File: src/rtl/voice_pkg.sv
// Shared types and defaults for the polyphonic voice allocator.
package voice_pkg;

   localparam int NOTE_W     = 7;
   localparam int AGE_W      = 8;
   localparam int NUM_VOICES = 4;

   typedef enum logic [1:0] {
      IDLE,
      DECIDE,
      STEAL,
      ASSIGN
   } state_t;

   // LSB position of voice `voice` inside a packed per-voice note vector.
   function automatic int note_lsb(input int voice, input int note_w);
      return voice * note_w;
   endfunction

endpackage

File: src/rtl/voice_pick.sv
// Combinational selector: index of the oldest candidate voice, ties to lowest index.
module voice_pick #(
   parameter int N     = 4,
   parameter int AGE_W = 8
) (
   input  logic [N-1:0]         mask,
   input  logic [N*AGE_W-1:0]   ages,
   output logic [$clog2(N)-1:0] idx,
   output logic                 found
);

   localparam int IDX_W = $clog2(N);

   logic [AGE_W-1:0] best;

   // NOTE: every variable assigned in always_comb gets a default first, so no
   // path leaves it holding its old value and no latch is inferred.
   always_comb begin
      idx   = '0;
      found = 1'b0;
      best  = '0;
      // Strict greater-than keeps the earliest index on equal ages.
      for (int i = 0; i < N; i++) begin
         if (mask[i] && (!found || ages[i*AGE_W +: AGE_W] > best)) begin
            found = 1'b1;
            idx   = IDX_W'(i);
            best  = ages[i*AGE_W +: AGE_W];
         end
      end
   end

endmodule

File: src/rtl/voice_allocator.sv
// Polyphonic voice scheduler: maps note-on/off events onto ADSR voices,
// retriggers held notes and steals the oldest voice when all are gated.
module voice_allocator #(
   parameter int NUM_VOICES = voice_pkg::NUM_VOICES,
   parameter int NOTE_W     = voice_pkg::NOTE_W,
   parameter int AGE_W      = voice_pkg::AGE_W,
   parameter int STEAL_GAP  = 2
) (
   input  logic                         clk,
   input  logic                         reset,
   input  logic                         ev_valid,
   output logic                         ev_ready,
   input  logic                         ev_on,
   input  logic [NOTE_W-1:0]            ev_note,
   input  logic [NUM_VOICES-1:0]        env_active,
   output logic [NUM_VOICES-1:0]        gate,
   output logic [NUM_VOICES*NOTE_W-1:0] voice_note,
   output logic [NUM_VOICES-1:0]        retrig
);

   import voice_pkg::*;

   localparam int IDX_W = $clog2(NUM_VOICES);
   localparam int CNT_W = $clog2(STEAL_GAP + 1);
   localparam logic [AGE_W-1:0] AGE_MAX = '1;

   state_t                      state, state_nx;
   logic                        cap_on;
   logic [NOTE_W-1:0]           cap_note;
   logic [IDX_W-1:0]            target;
   logic [CNT_W-1:0]            gap_cnt;
   logic [NUM_VOICES*AGE_W-1:0] ages;

   logic                        match_found;
   logic [IDX_W-1:0]            match_idx;
   logic [NUM_VOICES-1:0]       free_mask, rel_mask, pick_mask;
   logic [NUM_VOICES*AGE_W-1:0] pick_ages;
   logic [IDX_W-1:0]            pick_idx;
   logic                        pick_found;

   assign ev_ready = (state == IDLE);

   // Lowest-index gated voice already holding the captured note.
   always_comb begin
      match_found = 1'b0;
      match_idx   = '0;
      for (int i = NUM_VOICES - 1; i >= 0; i--) begin
         if (gate[i] && voice_note[note_lsb(i, NOTE_W) +: NOTE_W] == cap_note) begin
            match_found = 1'b1;
            match_idx   = IDX_W'(i);
         end
      end
   end

   // One picker serves all three classes; zeroed ages turn it into a
   // lowest-index encoder for the free class.
   assign free_mask = ~gate & ~env_active;
   assign rel_mask  = ~gate & env_active;
   assign pick_mask = (|free_mask) ? free_mask : (|rel_mask) ? rel_mask : gate;
   assign pick_ages = (|free_mask) ? '0 : ages;

   voice_pick #(
      .N     (NUM_VOICES),
      .AGE_W (AGE_W)
   ) u_pick (
      .mask  (pick_mask),
      .ages  (pick_ages),
      .idx   (pick_idx),
      .found (pick_found)
   );

   always_comb begin
      state_nx = state;
      case (state)
         IDLE:    if (ev_valid) state_nx = DECIDE;
         DECIDE: begin
            state_nx = IDLE;
            if (cap_on && !match_found && pick_found)
               state_nx = (&gate) ? STEAL : ASSIGN;
         end
         STEAL:   if (gap_cnt == CNT_W'(STEAL_GAP - 1)) state_nx = ASSIGN;
         ASSIGN:  state_nx = IDLE;
         default: state_nx = IDLE;
      endcase
   end

   // NOTE: clocked state uses non-blocking assignments so every register
   // samples pre-edge values regardless of statement order.
   always_ff @(posedge clk) begin
      if (reset) state <= IDLE;
      else       state <= state_nx;
   end

   always_ff @(posedge clk) begin
      if (reset) begin
         cap_on     <= 1'b0;
         cap_note   <= '0;
         target     <= '0;
         gap_cnt    <= '0;
         gate       <= '0;
         retrig     <= '0;
         voice_note <= '0;
         ages       <= '0;
      end else begin
         retrig <= '0;
         case (state)
            IDLE: begin
               if (ev_valid) begin
                  cap_on   <= ev_on;
                  cap_note <= ev_note;
               end
            end
            DECIDE: begin
               if (cap_on) begin
                  if (match_found) begin
                     retrig[match_idx]                           <= 1'b1;
                     ages[int'(match_idx)*AGE_W +: AGE_W]        <= '0;
                  end else begin
                     target  <= pick_idx;
                     gap_cnt <= '0;
                     if (&gate) gate[pick_idx] <= 1'b0;
                  end
               end else if (match_found) begin
                  gate[match_idx] <= 1'b0;
               end
            end
            STEAL: gap_cnt <= gap_cnt + CNT_W'(1);
            ASSIGN: begin
               voice_note[note_lsb(int'(target), NOTE_W) +: NOTE_W] <= cap_note;
               gate[target] <= 1'b1;
               for (int i = 0; i < NUM_VOICES; i++) begin
                  if (IDX_W'(i) == target)
                     ages[i*AGE_W +: AGE_W] <= '0;
                  else if (ages[i*AGE_W +: AGE_W] != AGE_MAX)
                     ages[i*AGE_W +: AGE_W] <= ages[i*AGE_W +: AGE_W] + AGE_W'(1);
               end
            end
            default: ;
         endcase
      end
   end

endmodule
File: config.mk
export PLATFORM = sky130hd
export DESIGN_NAME = voice_allocator
export DESIGN_NICKNAME = d
export VERILOG_FILES = /design/src/rtl/voice_pkg.sv /design/src/rtl/voice_pick.sv /design/src/rtl/voice_allocator.sv
export SDC_FILE = /design/constraint.sdc
export NUM_CORES = 1
export LEC_CHECK = 0
export ABC_AREA = 1
export CAP_MARGIN = 20
export CORE_UTILIZATION = 35
export CTS_CLUSTER_DIAMETER = 150
export DETAILED_ROUTE_END_ITERATION = 10
export GPL_ROUTABILITY_DRIVEN = 0
export HOLD_SLACK_MARGIN = 0.02
export PLACE_DENSITY = 0.65
export SYNTH_ARGS = -nofsm -noshare
export SYNTH_HDL_FRONTEND = slang
export SYNTH_SLANG_ARGS = --single-unit
File: constraint.sdc
create_clock -name clk -period 16.4 [get_ports clk]
set_input_delay 3.28 -clock clk [delete_from_list [all_inputs] [get_ports clk]]
set_output_delay 3.28 -clock clk [all_outputs]
set_load 0.02 [all_outputs]
; Word level (Yosys, flattened, before mapping)
; Index checks and enable logic that the tools add are counted.
[totals]
register_bits = 82
inputBits = 15
output_inout_bits = 37
[classes]
n_addsub = 7
multipliers = 1
magnitude_cmp = 9
eq_ne = 27
shifts = 4
muxes = 53
n_bitwise = 12
reduce_logical = 36
[ops]
columns = cell, n
row1 = $mux 32, 3
row2 = $mux 8, 11
row3 = $neg 5->33, 2
row4 = $pmux 32 s2, 1
row5 = $shift 7x33->28 const A, 1
row6 = $shift 8x33->32 const A, 1
row7 = $shiftx 7x33->28, 1
row8 = $shiftx 8x33->32 const A, 1
row9 = $add 8x1->8 const B, 4
row10 = $bwmux 32, 1
row11 = $ne 8x8->1 const B, 4
row12 = $bwmux 28, 1
row13 = $eq 7x7->1, 4
row14 = $gt 8x8->1, 3
row15 = $mux 4, 6
row16 = $reduce_and 4->1, 6
row17 = $mux 2, 11
row18 = $ne 3x3->1 const B, 7
row19 = $and 4x4->4, 4
row20 = $not 4->4, 4
row21 = $mux 1, 13
row22 = $logic_and 1x1->1, 12
row23 = $reduce_or 4->1, 3
row24 = $ne 2x2->1 const B, 5
row25 = 20 further kinds, 40

; Longest topological paths before layout
[logic_depth]
ltp_word = 28
mapped_depth = 42
ltp_nobuf = 39

; By module
; Synthesis repeated with hierarchy kept, for this count alone.
[unflattened]
cells_unflattened = 1013
hier_area_um2 = 6115.9
[modules_own_cells]
columns = mod, instances, cells_each, area_each_um2, seq_area_each_um2
row1 = voice_allocator, 1, 844, 5146.2, 1641.6
row2 = voice_pick, 1, 169, 969.7, 0.0

; Worst setup path before layout
; OpenSTA, ideal clock, no wires.
[synth_path]
kind = input port to flip-flop
from = input env_active[1]
to = register target[0]
t_arrival_ns = 7.424
slack_ns = 8.863
stages = 39
path_cell_list = nor2_1 > nor2_1 > and2_4 > buf_6 > inv_1 > buf_2 > nor2_1 > ha_1 > nand2_1 > nor2_1 > nand2_1 > nand2_1 > nand2_1 > o21ai_4 > nand2_8 > buf_8 > nand2_1 > o21ai_2 > (+3 left out) > nand3_1 > o21ai_0 > nand2_1 > nand2_1 > buf_2 > buf_4 > nand2_1 > o21ai_0 > ha_1 > a21oi_1 > o21ai_0 > a21o_1 > nand2_1 > nand2_1 > nand2_1 > o21ai_1 > o21ai_1 > inv_1
[synth_via]
elab_chain_cells = 17
[synth_rtl]
columns = element, line
row1 = "start, declared", voice_allocator.sv:15  ; input logic [NUM_VOICES-1:0] env_active,
row2 = $and 4x4->4 or $not 4->4 (tied branches), "voice_allocator.sv:58, voice_allocator.sv:57"
row3 = $reduce_or 4->1 or $and 4x4->4 (tied branches), "voice_allocator.sv:59, voice_allocator.sv:57"
row4 = $mux 4 or $reduce_or 4->1 (tied branches), "voice_allocator.sv:59, voice_allocator.sv:60"
row5 = $mux 4 or $mux 32 (tied branches), "voice_allocator.sv:59, voice_allocator.sv:60"
row6 = $mux 8 or $mux 1 (tied branches), voice_pick.sv:24  ; if (mask[i] && (!found || ages[i*AGE_W +: AGE_W] > best)) begin
row7 = $gt 8x8->1 or $logic_not 1->1 (tied branches), voice_pick.sv:24
row8 = $logic_or 1x1->1, voice_pick.sv:24
row9 = $logic_and 1x1->1, voice_pick.sv:24
row10 = $mux 8 or $mux 1 (tied branches), voice_pick.sv:24
row11 = $gt 8x8->1 or $logic_not 1->1 (tied branches), voice_pick.sv:24
row12 = $logic_or 1x1->1, voice_pick.sv:24
row13 = $logic_and 1x1->1, voice_pick.sv:24
row14 = $mux 8 or $mux 1 (tied branches), voice_pick.sv:24
row15 = $gt 8x8->1 or $logic_not 1->1 (tied branches), voice_pick.sv:24
row16 = $logic_or 1x1->1, voice_pick.sv:24
row17 = $logic_and 1x1->1, voice_pick.sv:24
row18 = $mux 2 (*), voice_pick.sv:24
row19 = "end signal, assigned", voice_allocator.sv:119  ; target <= pick_idx;
row20 = "end, declared", voice_allocator.sv:30  ; logic [IDX_W-1:0] target;
; Every way passes the cells marked *; elsewhere a longest branch is shown, timed or not.
; A chain may end at the register's enable or synchronous reset.

; Worst setup path in the final report
[layout_path]
from = input env_active[0]
to = register gate[2]
[layout_via]
elab_chain_cells = 27
[layout_rtl]
columns = element, line
row1 = $and 4x4->4 or $not 4->4 (tied branches), "voice_allocator.sv:58, voice_allocator.sv:57"
row2 = $reduce_or 4->1 or $and 4x4->4 (tied branches), "voice_allocator.sv:59, voice_allocator.sv:57"
row3 = $mux 4 or $reduce_or 4->1 (tied branches), "voice_allocator.sv:59, voice_allocator.sv:60"
row4 = $mux 4 or $mux 32 (tied branches), "voice_allocator.sv:59, voice_allocator.sv:60"
row5 = $mux 8 or $mux 1 (tied branches), voice_pick.sv:24
row6 = $gt 8x8->1 or $logic_not 1->1 (tied branches), voice_pick.sv:24
row7 = $logic_or 1x1->1, voice_pick.sv:24
row8 = $logic_and 1x1->1, voice_pick.sv:24
row9 = (+11 left out), n/a
row10 = $mux 1 (implied by the code), voice_allocator.sv:121  ; if (&gate) gate[pick_idx] <= 1'b0;
row11 = $demux 1 s2 (*), voice_allocator.sv:121
row12 = $not 4->4 (no source line) (*), n/a
row13 = $and 4x4->4 (no source line) (*), n/a
row14 = $mux 4 (*), voice_allocator.sv:121
row15 = $mux 4 (*), voice_allocator.sv:115  ; if (match_found) begin
row16 = $mux 4 (*), voice_allocator.sv:114  ; if (cap_on) begin
row17 = $pmux 4 s2 (*), voice_allocator.sv:106  ; case (state)
row18 = "end signal, assigned by index", voice_allocator.sv:121
row19 = "end signal, assigned by index", voice_allocator.sv:124  ; gate[match_idx] <= 1'b0;
row20 = "end signal, assigned by index", voice_allocator.sv:130  ; gate[target] <= 1'b1;
row21 = "end, declared", voice_allocator.sv:16  ; output logic [NUM_VOICES-1:0] gate,
; Every way passes the cells marked *; elsewhere a longest branch is shown, timed or not. The select of a mux whose other input is x is not followed.

==> flow_metrics.tcl <==
set metrics [dict create \
    path_class "in -> reg" \
    drt_iter0_markers 433 \
    worstMarginPinSlew_ps 966 \
    drc 0 \
    holdBufCountCts 0 \
    cts.clk_slew.worst_paths_ps 70 \
    avgSynthCellArea_um2 6.26 \
    fin_util_pct 41.0 \
    portBuffers 51 \
    setup_viol 0 \
    use_met3_pct 1.93 \
    setup_tns_ps 0 \
    ys_ff_latch 82 \
    nNetsFinal 1024 \
    ys_types 43 \
    hold_viol 0 \
    cts_buffers 9 \
    wirelength_um 16100 \
    dp_slack_ps 7690 \
    start_util_pct 35.7 \
    period_share_pct 51.0 \
    htree_levels 3 \
    grt.met2_usage_pct 30.3 \
    worstPathArrival_ps 8610 \
    drive_gt1_share_pct 6.67 \
    fmax_mhz 119 \
    yosys_warnings 0 \
    routedWlPerCell_um 13.5 \
    grt_overflow 0 \
    slowest_delay_ps 460 \
    vias 5884 \
    hold_class "reg -> reg" \
    fp-row-count 47 \
    synth_edf_count 0 \
    slowest_stage "clkdlybuf4s50_1" \
    timing.critical_path.mode_cell "nand2_1" \
    synth_flop_cell "dfxtp_1" \
    crit_fanout 21 \
    required_ps 16640 \
    p_leak_nw 2.78 \
    antenna_found_initial 0 \
    power_density_nw_per_um2 68.8 \
    worst_slack_ps 8030 \
    drv_cap 0 \
    status "finished clean" \
    syn_area_um2 5880 \
    die_w_um 132 \
    cts_tree "yes" \
    ios 52 \
    cts.sinks 82 \
    first_global_vias 5270 \
    die_area_um2 17300 \
    drtPass1Iterations 5 \
    hold_slack_ps 464 \
    synth_cells 939 \
    worstSkewPairLatency_ps 350 \
    start_kind "primary input" \
    die_y_um 132 \
    coreArea_um2 16500 \
    top_usage_layer "met2" \
    synth-async-reset-ratio_pct 0 \
    via_per_inst 4.92 \
    power.total_w 0.000464 \
    clock_skew_ps 10.5 \
    post_cts_buffers 0 \
    period_needed_ps 8370 \
    cts_max_path_buffers 2 \
    ys_seq_area_share_pct 27.9 \
    rsz0062_at_grt "no" \
    cts_root_buf "clkbuf_16" \
    endpoint_kind "flip-flop" \
    syn_nets 991 \
    r2r_setup_slack_ps 10890 \
    drv_slew 0 \
    ctsResizeCount 0 \
    ant_nets 0 \
    hpwl_um 12100 \
    ir_drop_mv 0.0451 \
    gr-usage-all-layers_pct 18.8 \
    slew_headroom_pct 35.5 \
    synthToLayoutAreaGrowth_pct 14.7 \
    grt_max_degree 53 \
    grt_pass1_wl_um 26400 \
    diodes 0 \
    grt_use_met1_pct 25.8 \
]
## Yosys cell counts (12+ instances only)
cell / count / area [um^2]
nand3_1: 30 / 150
ha_1: 37 / 463
dfxtp_1: 82 / 1640
clkbuf_1: 12 / 45.0
a31oi_1: 17 / 106
o21ai_0: 38 / 190
a21oi_1: 69 / 345
inv_1: 108 / 405
nand2_1: 279 / 1050
a211oi_1: 16 / 120
nand2_2: 12 / 75.1
nor2_1: 121 / 454
## routing by layer
layer	routed length, um	share of wire, %
met3	692	4.3
met5	0	0
met4	314	1.9
met1	7840	49
met2	7280	45
## metrics by stage
stage | std cells | instance area [um^2]
after floorplan | 939 | 5880
after detailed placement | 1181 | 6490
final | 1195 | 6750
after CTS | 1195 | 6750
after global routing | 1195 | 6750
after global placement | 1181 | 6490
## final timing paths
kind / startpoint / to / cells after the start
max reg2reg: gate[3] / gate[2] / 35
max: env_active[0] / gate[2] / 34
min: gap_cnt[1] / gap_cnt[1] / 2
min reg2reg: gap_cnt[1] / gap_cnt[1] / 2
## flip-flops by register name, indices dropped and copies added (netlist names), named ones only
name	cells
retrig	4
voice_note	28
gap_cnt	2
ages	32
cap_on	1
cap_note	7
state	1
gate	4
target	2
## cell type report
class / instances / area, um^2
fill: 1746 / 9720
multi-input combinational: 705 / 3590
sequential: 82 / 1640
timing repair buffer: 52 / 513
inverter: 122 / 468
tap: 220 / 275
clock buffer: 9 / 225
clock inverter: 5 / 33.8
## placed cells by master (no fill, tap or decap), types with 16 or more instances in the layout
cell type and n:
nor2_1 121, dfxtp_1 82, ha_1 37, a31oi_1 17, o21ai_0 38, a211oi_1 16, inv_1 108, nand3_1 30
a21oi_1 69, nand2_1 279, clkdlybuf4s50_1 50
## worst max-delay path: cells and delay by family
kind            cells  cell delay [ps]
compound gates     11             1480
fa+ha+maj           3              960
buf+inv             2              920
simple gates       18             1980
## power breakdown
| group | total [W] | internal [W] | switching, W |
|---|---|---|---|
| Clock | 0.000184 | 0.000101 | 0.0000830 |
| Combinational | 0.0000704 | 0.0000237 | 0.0000466 |
| Sequential | 0.000210 | 0.000203 | 0.00000751 |
| Total | 0.000464 | 0.000327 | 0.000137 |
## kinds of logic (layout without fill, tap and decap cells)
logic type      Yosys count  in the layout  share of synthesized area (%)
xor+xnor                 11             11                           1.64
fa+ha+maj                37             37                           7.87
buf+inv                 152            188                           11.1
compound gates          170            170                           16.8
simple gates            487            487                           34.7
flops                    82             82                           27.9
Power figures use the tool's default switching activity.
